===== src/rtl/counter_pkg.sv =====
// Shared types and helpers for the run/pause/clear/direction counter sequencer.
package counter_pkg;

  typedef enum logic [1:0] {
    ST_IDLE  = 2'd0,
    ST_RUN   = 2'd1,
    ST_PAUSE = 2'd2
  } state_e;

  localparam int DEF_MAX_COUNT = 19;
  localparam int DEF_CNT_W     = 5;

  // One step of the 0..max_cnt ring in the requested direction.
  function automatic int unsigned next_count(input int unsigned cnt,
                                             input logic        dir_down,
                                             input int unsigned max_cnt);
    if (dir_down) begin
      return (cnt == 0) ? max_cnt : cnt - 1;
    end
    return (cnt >= max_cnt) ? 0 : cnt + 1;
  endfunction

endpackage


===== src/rtl/edge_rise.sv =====
// Rising-edge detector for a debounced button level; history tracks the level every
// cycle, so a button held through reset never produces an event.
module edge_rise (
  input  logic clk,
  input  logic rst,
  input  logic d,
  output logic pulse
);

  logic d_q;

  always_ff @(posedge clk) begin
    d_q <= d;
  end

  assign pulse = d & ~d_q & ~rst;

endmodule


===== src/rtl/counter_ctrl.sv =====
// Run/pause/clear/direction sequencer: button edge detection, 3-state FSM, tick
// prescaler and the wrapping 0..MAX_COUNT up/down counter.
module counter_ctrl
  import counter_pkg::*;
#(
  parameter int TICK_DIV  = 50_000_000,
  parameter int MAX_COUNT = DEF_MAX_COUNT,
  parameter int CNT_W     = DEF_CNT_W
) (
  input  logic             clk,
  input  logic             rst,
  input  logic             btn_run,
  input  logic             btn_clr,
  input  logic             btn_dir,
  output logic [CNT_W-1:0] count,
  output logic             running,
  output logic             dir_down,
  output logic             tick,
  output logic             wrap
);

  localparam int DIV_W = (TICK_DIV > 2) ? $clog2(TICK_DIV) : 1;

  logic evt_run, evt_clr, evt_dir;

  edge_rise u_edge_run (.clk(clk), .rst(rst), .d(btn_run), .pulse(evt_run));
  edge_rise u_edge_clr (.clk(clk), .rst(rst), .d(btn_clr), .pulse(evt_clr));
  edge_rise u_edge_dir (.clk(clk), .rst(rst), .d(btn_dir), .pulse(evt_dir));

  state_e           state_q;
  logic [CNT_W-1:0] cnt_q;
  logic [DIV_W-1:0] div_q;
  logic             dir_q, tick_q, wrap_q, running_q;

  logic             tick_d;
  logic [CNT_W-1:0] step_cnt_d;
  logic             step_wrap_d;

  assign tick_d      = (state_q == ST_RUN) && (div_q == DIV_W'(TICK_DIV - 1));
  assign step_cnt_d  = CNT_W'(next_count(32'(cnt_q), dir_q, 32'(MAX_COUNT)));
  assign step_wrap_d = dir_q ? (cnt_q == '0) : (cnt_q == CNT_W'(MAX_COUNT));

  always_ff @(posedge clk) begin
    if (rst) begin
      state_q   <= ST_IDLE;
      cnt_q     <= '0;
      div_q     <= '0;
      dir_q     <= 1'b0;
      tick_q    <= 1'b0;
      wrap_q    <= 1'b0;
      running_q <= 1'b0;
    end else begin
      tick_q <= 1'b0;
      wrap_q <= 1'b0;
      // The step below reads dir_q, so a toggle on a tick edge only affects later steps.
      dir_q  <= dir_q ^ evt_dir;
      if (evt_clr) begin
        state_q   <= ST_IDLE;
        cnt_q     <= '0;
        div_q     <= '0;
        running_q <= 1'b0;
      end else begin
        case (state_q)
          ST_IDLE: begin
            cnt_q <= '0;
            div_q <= '0;
            if (evt_run) begin
              state_q   <= ST_RUN;
              running_q <= 1'b1;
            end
          end
          ST_RUN: begin
            if (tick_d) begin
              div_q  <= '0;
              tick_q <= 1'b1;
              wrap_q <= step_wrap_d;
              cnt_q  <= step_cnt_d;
            end else begin
              div_q <= div_q + DIV_W'(1);
            end
            if (evt_run) begin
              state_q   <= ST_PAUSE;
              running_q <= 1'b0;
            end
          end
          ST_PAUSE: begin
            if (evt_run) begin
              state_q   <= ST_RUN;
              running_q <= 1'b1;
            end
          end
          default: begin
            state_q   <= ST_IDLE;
            running_q <= 1'b0;
          end
        endcase
      end
    end
  end

  assign count    = cnt_q;
  assign running  = running_q;
  assign dir_down = dir_q;
  assign tick     = tick_q;
  assign wrap     = wrap_q;

endmodule


===== config.mk =====
export PLATFORM = sky130hd
export DESIGN_NAME = counter_ctrl
export DESIGN_NICKNAME = d
export VERILOG_FILES = /design/src/rtl/counter_pkg.sv /design/src/rtl/edge_rise.sv /design/src/rtl/counter_ctrl.sv
export SDC_FILE = /design/constraint.sdc
export NUM_CORES = 1
export LEC_CHECK = 0
export BUFFER_PORTS_ARGS = -buffer_cell sky130_fd_sc_hd__clkbuf_2
export CAP_MARGIN = 20
export CORE_UTILIZATION = 50
export DETAILED_ROUTE_END_ITERATION = 6
export PLACE_DENSITY = 0.68
export SYNTH_ARGS = -nofsm -noshare
export SYNTH_HDL_FRONTEND = slang
export SYNTH_SLANG_ARGS = --single-unit

===== constraint.sdc =====
create_clock -name clk -period 2.2 [get_ports clk]
set_input_delay 0.22 -clock clk [delete_from_list [all_inputs] [get_ports clk]]
set_output_delay 0.22 -clock clk [all_outputs]
set_load 0.02 [all_outputs]

-- After elaboration in Yosys (flattened, before gate mapping)
Cells that the tools add are included.
- bits in registers: 40
- output and inout bits: 9
- bits of input ports: 5
- add/subtract/negate cells: 3
- magnitude comparators: 1
- reductions and logical operators: 10
- bitwise operators: 13
- equal/unequal tests: 7
- multiplexer cells: 17
- operator list (cell ; count):
    26-bit one-hot mux with 2 select lines ; 1
    26-bit by 1-bit adder with 26-bit output (second input constant) ; 1
    26-bit equality test (second input constant) ; 1
    26-bit two-way mux ; 1
    5-bit two-way mux ; 5
    5-bit one-hot mux with 2 select lines ; 1
    1-bit bitwise AND ; 6
    1-bit inverter ; 6
    5-bit by 1-bit adder with 5-bit output (second input constant) ; 1
    5-bit equality test (second input constant) ; 1
    5-bit >= comparator (second input constant) ; 1
    5-bit logical NOT ; 1
    1-bit two-way mux ; 5
    5-bit by 1-bit subtractor with 5-bit output (second input constant) ; 1
    2-bit two-way mux ; 2
    2-bit inequality test (second input constant) ; 2
    2-bit one-hot mux with 2 select lines ; 1
    2-bit AND reduction ; 2
    2-bit OR reduction ; 2
    4-bit OR reduction ; 1
    3-bit OR reduction ; 1
    2-bit by 1-bit equality test with 1-bit output (second input constant) ; 1
    2-bit equality test (second input constant) ; 1
    2-bit logical NOT ; 1
    5 further kinds ; 5

-- Logic depth before layout (Yosys ltp)
Gate-level depths: netlist of the first run.
- depth after elaboration: 6
- gate-level depth with buffers: 8
- gate-level depth less buffers: 7

-- Cells and area by module
Synthesis of the first run repeated with hierarchy kept, for this count alone.
- cells, all modules: 235
- area total of the unflattened synthesis: 2087.0 µm²
- by module, submodules not included (module ; times used ; cells an instance ; sequential area each (µm²) ; area each (µm²)):
    counter_ctrl ; 1 ; 229 ; 740.7 ; 1989.4
    edge_rise ; 3 ; 2 ; 20.0 ; 32.5

-- Worst setup path before layout of the first run
Ideal clock, no wire load.
- path kind: register to register
- start: register div_q[7]
- end: register div_q[23]
- required time: 2138 ps
- arrival: 1752 ps
- period minus slack after synthesis: 1814 ps
- setup slack: 386 ps
- setup time: 62 ps
- stages on the path, launching flop included: 6
- cells stage by stage: dfxtp_1 -> and4_4 -> nand3_4 -> or4_4 -> or4_1 -> nand3_1
- cells in the longest elaborated chain, start to end: 4
- elaborated cells between the ends (all ways): 5
- those cells by class: add/sub: 1; eq/ne: 1; mux: 2; reduce/logical: 1
- RTL lines (what ; RTL line ; text):
    start: declaration ; counter_ctrl.sv:32 ; logic [DIV_W-1:0] div_q;
    start signal: assignment ; counter_ctrl.sv:79 ; div_q <= div_q + DIV_W'(1);
    branches (longest 2 deep; another with 26-bit by 1-bit adder with 26-bit output) ; -- ;
    26-bit two-way mux * ; counter_ctrl.sv:73 ; if (tick_d) begin
    26-bit one-hot mux with 2 select lines * ; counter_ctrl.sv:63 ; case (state_q)
Mark *: on every way between the ends.
A chain may end at the register's enable or synchronous reset.

-- Final worst setup path of the first run
- start: register div_q[6]
- end: register div_q[23]
Same word-level chain as after synthesis.

==> flow_summary_export.csv, run 1 <==
group,metric,value,unit
outcome,status,"complete, no violations",
final_layout,drive_gt1_frac,0.1486,
timing,tightest_slew,0.5367,ns
route,avgRoutedWirePerCell,13.93,um
timing,setup_ws,0.2447,ns
timing,finClkSkew,0.007809,ns
clock_network,holdBufCountCts,0,
route,vias,1891,
final_layout,area_growth_syn_to_layout,9.630,%
placement,dpl.hpwl,3300,um
route,drc,0,
final_layout,stdcell_area,2336,um2
route,drtIter0Drc,118,
worst_setup_path,required,2.45,ns
yosys,synth_seq_area_share,0.3758,
timing,hold_viol,0,
route,via_per_inst,5.801,
yosys,ys_warn_count,0,
placement,finalWeightedCongestion,0.8566,
worst_setup_path,cp-end-kind,"flop",
die,start_util,0.5251,
yosys,syn_area,2131,um2
global_route,track_usage,0.2234,
timing,fin_crit,1.955,ns
route,dr.pass1.iters,4,
global_route,grt-ovfl-total,0,
die,ios,14,
clock_network,cts_buffer_depth,2,
power,p_leak,0.8666,nW
run,max-cap-violations,0,
yosys,synth.area.top_cells,"dfxtp_1 38%, a21oi_1 5.2%, nand2_1 4.6%, nor2_1 3.9%, a31oi_1 3.5%",
worst_setup_path,cp-start-kind,"flop",
yosys,synth.distinct_cells,55,
yosys,synth_flop_cell,"dfxtp_1",
clock_network,clk_pin_slew,0.08,ns
timing,fmax,511.4,MHz
worst_setup_path,arrival,2.20,ns
die,core-area,4058,um2
yosys,syn_area_per_cell,8.164,um2
die,row_count,23,
timing,period_share,0.8888,
global_route,antenna_found_initial,0,
route,detail-route-antenna-nets,0,
die,dieArea,4527,um2
placement,place_ws,0.2576,ns
yosys,synth_top_area_cell,"dfxtp_1",
worst_setup_path,path_max_fanout,10,
timing,setup_viol,0,
die,chipWidth,67.28,um
clock_network,cts_root_buffer,"clkbuf_8",
die,fp.dieH,67.28,um
clock_network,cts_setup_buffers,0,
clock_network,cts.repair.resized,0,
global_route,grt_pass1_wl,7610,um
clock_network,worstSkewPairLatency,0.30,ns
final_layout,utilization,0.5757,
yosys,synthCells,261,
clock_network,cts_tree,"yes",
yosys,synth-seq-cells,40,
yosys,synth_top_area_frac,0.3758,
global_route,grt_pass1_vias,1636,
placement,port_buffers,13,
power,ir_worst_vdd,328.6,uV
global_route,grt_max_degree,17,
final_layout,diodes,0,
final_layout,nets,283,
timing,slew_viol_final,0,
clock_network,cts_buffers,5,
power,powerDensity,555.7,nW/um2
yosys,synth_common_cells,"40 x dfxtp_1, 26 x nand2_1, 22 x a21oi_1, 22 x nor2_1",
placement,placed_area,2243,um2
route,wl,4542,um
clock_network,cts.sinks,40,
timing,relSlewSlack,0.6389,
hold_path,hold_path_class,"primary input to flop",
worst_setup_path,crit_type,"flop to flop",
timing,rsz0062_at_grt,"no",
yosys,synth_nets,269,
power,finalPower,1.298,mW
yosys,synth.most_common_cell,"dfxtp_1",
timing,fin_tns_setup,0,ns
yosys,synth-edff-count,0,
clock_network,cts_max_level,2,
yosys,async_reset_ff_frac,0,
-- placed cells by master, fill, tap and decap left out, drive strengths merged, types with 2 or more instances in the layout --
cell,instances
nand3,10
buf,8
and3,6
a21o,3
nand4,10
nor4b,2
clkbuf,19
or4,3
nor4,3
nor2b,4
a22o,3
clkinv,2
a21oi,22
nor3,8
and4,6
a31oi,12
o21ai,13
a41oi,2
nand2,26
a22oi,4
inv,8
mux2i,3
mux2,3
ha,3
and2,4
nor2,22
dfxtp,40
a32o,2
nand2b,5
-- registers in the layout, indices dropped and copies added (netlist names) --
signal / flops
state_q: 2
wrap: 1
dir_down: 1
u_edge_clr.d_q: 1
count: 5
tick: 1
u_edge_run.d_q: 1
u_edge_dir.d_q: 1
div_q: 26
running: 1
-- layer usage --
metal	global-route usage	share of wire	up-vias
li1	-	-	1001
met1	0.3076	0.52	862
met2	0.3325	0.43	21
met3	0.04054	0.029	7
met4	0.1090	0.017	0
met5	0	0	-
-- kinds of logic after synthesis --
| family | Yosys count | share of synthesized area |
|---|---|---|
| buffers and inverters | 22 | 0.04932 |
| AO/OA/AOI/OAI | 74 | 0.2255 |
| multiplexers | 6 | 0.02995 |
| XOR/XNOR | 2 | 0.008222 |
| adder cells (fa/ha/maj) | 3 | 0.01762 |
| AND/OR/NAND/NOR | 114 | 0.2936 |
| flip-flops | 40 | 0.3758 |
-- final timing paths --
check                      endpoint  cells after the start                    from  slack [ns]
max          div_q[23]$_SDFFE_PP0P_                      5   div_q[6]$_SDFFE_PP0P_        0.24
min reg2reg  div_q[21]$_SDFFE_PP0P_                      1  div_q[21]$_SDFFE_PP0P_        0.49
max reg2reg  div_q[23]$_SDFFE_PP0P_                      5   div_q[6]$_SDFFE_PP0P_        0.24
min          u_edge_run.d_q$_DFF_P_                      1                 btn_run        0.03
-- metrics by stage --
stage / hold slack (ns) / cells
floorplan: 0.2477 / 261
global placement: 0.3347 / 318
detailed placement: 0.3370 / 318
CTS: 0.02471 / 326
global route: 0.03043 / 326
finish: 0.02900 / 326
-- power breakdown --
group / internal, mW / total, mW / switching, mW / leakage, nW
clock: 0.250 / 0.509 / 0.259 / 0.0510
sequential: 0.730 / 0.738 / 0.00784 / 0.324
combinational: 0.0216 / 0.0512 / 0.0296 / 0.492
-- worst max-delay path, cell delays in order, from the launching register on --
cell	delay [ns]
dfxtp_1	0.47
and4_4	0.31
nand3_4	0.08
or4_4	0.54
or4_1	0.41
nand3_1	0.09
-- area by class of cell --
| type | instances | area, um2 |
|---|---|---|
| repair buffers | 21 | 125.1 |
| clock buffers | 6 | 82.58 |
| inverters | 8 | 30.03 |
| flip-flops and latches | 40 | 800.8 |
| well taps | 50 | 62.56 |
| fillers | 377 | 1722 |
| clock inverters | 2 | 10.01 |
| multi-input cells | 199 | 1225 |
Note: power is estimated with default switching activity, not from simulation.
==> run 2, diff against run 1 <==
--- a/config.mk
+++ b/config.mk
@@ -7,9 +7,9 @@
 export LEC_CHECK = 0
 export BUFFER_PORTS_ARGS = -buffer_cell sky130_fd_sc_hd__clkbuf_2
 export CAP_MARGIN = 20
-export CORE_UTILIZATION = 50
+export CORE_UTILIZATION = 55
 export DETAILED_ROUTE_END_ITERATION = 6
-export PLACE_DENSITY = 0.68
+export PLACE_DENSITY = 0.73
 export SYNTH_ARGS = -nofsm -noshare
 export SYNTH_HDL_FRONTEND = slang
 export SYNTH_SLANG_ARGS = --single-unit
==> run 2 against run 1 <==
  * First-iteration DRC count up 36%
  * Largest power group unchanged
  * Highest routed layer unchanged
  * Sequential power about the same
  * Count of clock-buffer cells in the layout down 1
  * Via count up 1.5%
  * Final area down 1.8%
==> flow_summary_export.csv, run 2 (synthesized netlist as in run 1, its figures left out) <==
group,metric,value,unit
outcome,status,"complete, no violations",
worst_setup_path,path_max_fanout,10,
timing,fin_crit,1.961,ns
final_layout,final_cell_mix,"40 x dfxtp_1, 26 x nand2_1, 22 x nor2_1, 22 x a21oi_1, 13 x clkbuf_2",
power,p_clk_frac,0.351,
worst_setup_path,crit_type,"flop to flop",
die,row_count,22,
clock_network,worstSkewPairLatency,0.29,ns
timing,relSlewSlack,0.6555,
global_route,grt_pass1_wl,7741,um
placement,finalWeightedCongestion,0.8792,
timing,fmax,509.9,MHz
placement,dp.cells,314,
clock_network,cts_buffers,5,
timing,finClkSkew,0.009942,ns
timing,fin_tns_setup,0,ns
power,swShare,0.2128,
route,dr.pass1.iters,5,
final_layout,regMostFlops,"div_q",
global_route,antenna_found_initial,0,
clock_network,clk_pin_slew,0.07,ns
die,dieArea,4127,um2
clock_network,cts_setup_buffers,0,
power,finalPower,1.214,mW
final_layout,multi_input_area,1225,um2
final_layout,final_cells,319,
final_layout,diodes,0,
hold_path,hold_path_class,"primary input to flop",
route,wl,4346,um
final_layout,largest_reg_flops,26,
final_layout,regArea,800.8,um2
worst_setup_path,arrival,2.19,ns
worst_setup_path,cp-end-kind,"flop",
final_layout,drive_gt1_frac,0.1328,
clock_network,cts.repair.resized,0,
worst_setup_path,cp-start-kind,"flop",
timing,hold_viol,0,
die,core-area,3689,um2
final_layout,utilization,0.6221,
die,chipWidth,64.24,um
clock_network,cts_tree,"yes",
worst_setup_path,critPathBufInv,0,
timing,rsz0062_at_grt,"no",
die,fp.dieH,64.24,um
route,vias,1920,
route,drtIter0Drc,161,
worst_setup_path,required,2.43,ns
clock_network,cts_root_buffer,"clkbuf_8",
route,via_per_inst,6.019,
timing,setup_viol,0,
power,combPwrFrac,0.041,
worst_setup_path,critPathMaxStageDelay,0.54,ns
clock_network,cts.sinks,40,
die,start_util,0.5777,
global_route,track_usage,0.2376,
timing,hold_slack,0.04713,ns
timing,slew_viol_final,0,
placement,dpl.hpwl,3235,um
global_route,grt-ovfl-total,0,
timing,period_share,0.8914,
power,p_switching,0.2584,mW
run,max-cap-violations,0,
placement,placed_area,2226,um2
placement,port_buffers,13,
worst_setup_path,path_delay_family,"simple AND/OR/NAND/NOR gates",
timing,setup_ws,0.2389,ns
global_route,grt_max_degree,18,
die,ios,14,
worst_setup_path,crit_chain,"and4_4 -> nand3_4 -> or4_4 -> or4_1 -> nand3_1",
route,detail-route-antenna-nets,0,
route,avgRoutedWirePerCell,13.62,um
final_layout,area_growth_syn_to_layout,7.692,%
power,power_frac_seq,0.608,
power,powerDensity,529.2,nW/um2
clock_network,holdBufCountCts,0,
clock_network,cts_max_level,2,
timing,tightest_slew,0.5157,ns
power,p_leak,0.8420,nW
route,drc,0,
worst_setup_path,crit_slowest_cell,"or4_4",
final_layout,fillers,350,
clock_network,cts_buffer_depth,2,
power,ir_worst_vdd,372.3,uV
final_layout,layout_commonest_cell,"dfxtp_1",
power,p_int,0.9560,mW
placement,place_ws,0.2469,ns
final_layout,nets,281,
final_layout,stdcell_area,2295,um2
global_route,grt_pass1_vias,1738,
==> run 2: worst register-to-register path, cell delays in order (launching register included) <==
cell and delay (ns):
dfxtp_1 0.47, and4_4 0.31, nand3_4 0.08, or4_4 0.54
or4_1 0.41, nand3_1 0.10
==> run 2: area by class of cell <==
type / instances / area share
Clock buffer: 5 / 0.02999
Multi-Input combinational cell: 199 / 0.5338
Inverter: 8 / 0.01309
Timing Repair Buffer: 19 / 0.04798
Tap cell: 48 / 0.02617
Sequential cell: 40 / 0.3490
==> run 2: layer usage <==
metal / track usage / part of all wire
met5: 0 / 0
met1: 0.3403 / 0.51
met2: 0.3526 / 0.45
met3: 0.03750 / 0.026
met4: 0.09444 / 0.012
==> run 2: power groups by stage <==
stage          logic [mW]  registers [mW]  clock network [mW]
5_1_grt            0.0559           0.739               0.471
2_1_floorplan      0.0396           0.752                   0
6_report           0.0503           0.738               0.426
3_3_place_gp       0.0495           0.755                   0
3_5_place_dp       0.0502           0.755                   0
4_1_cts            0.0503           0.738               0.446
==> run 2: path summary, 6_finish.rpt <==
check                         start                      to  slack [ns]  depth (start not counted)
max reg2reg   div_q[6]$_SDFFE_PP0P_  div_q[23]$_SDFFE_PP0P_        0.24                          5
max           div_q[6]$_SDFFE_PP0P_  div_q[23]$_SDFFE_PP0P_        0.24                          5
min                         btn_dir  u_edge_dir.d_q$_DFF_P_        0.05                          1
min reg2reg  div_q[25]$_SDFFE_PP0P_  div_q[25]$_SDFFE_PP0P_        0.49                          1
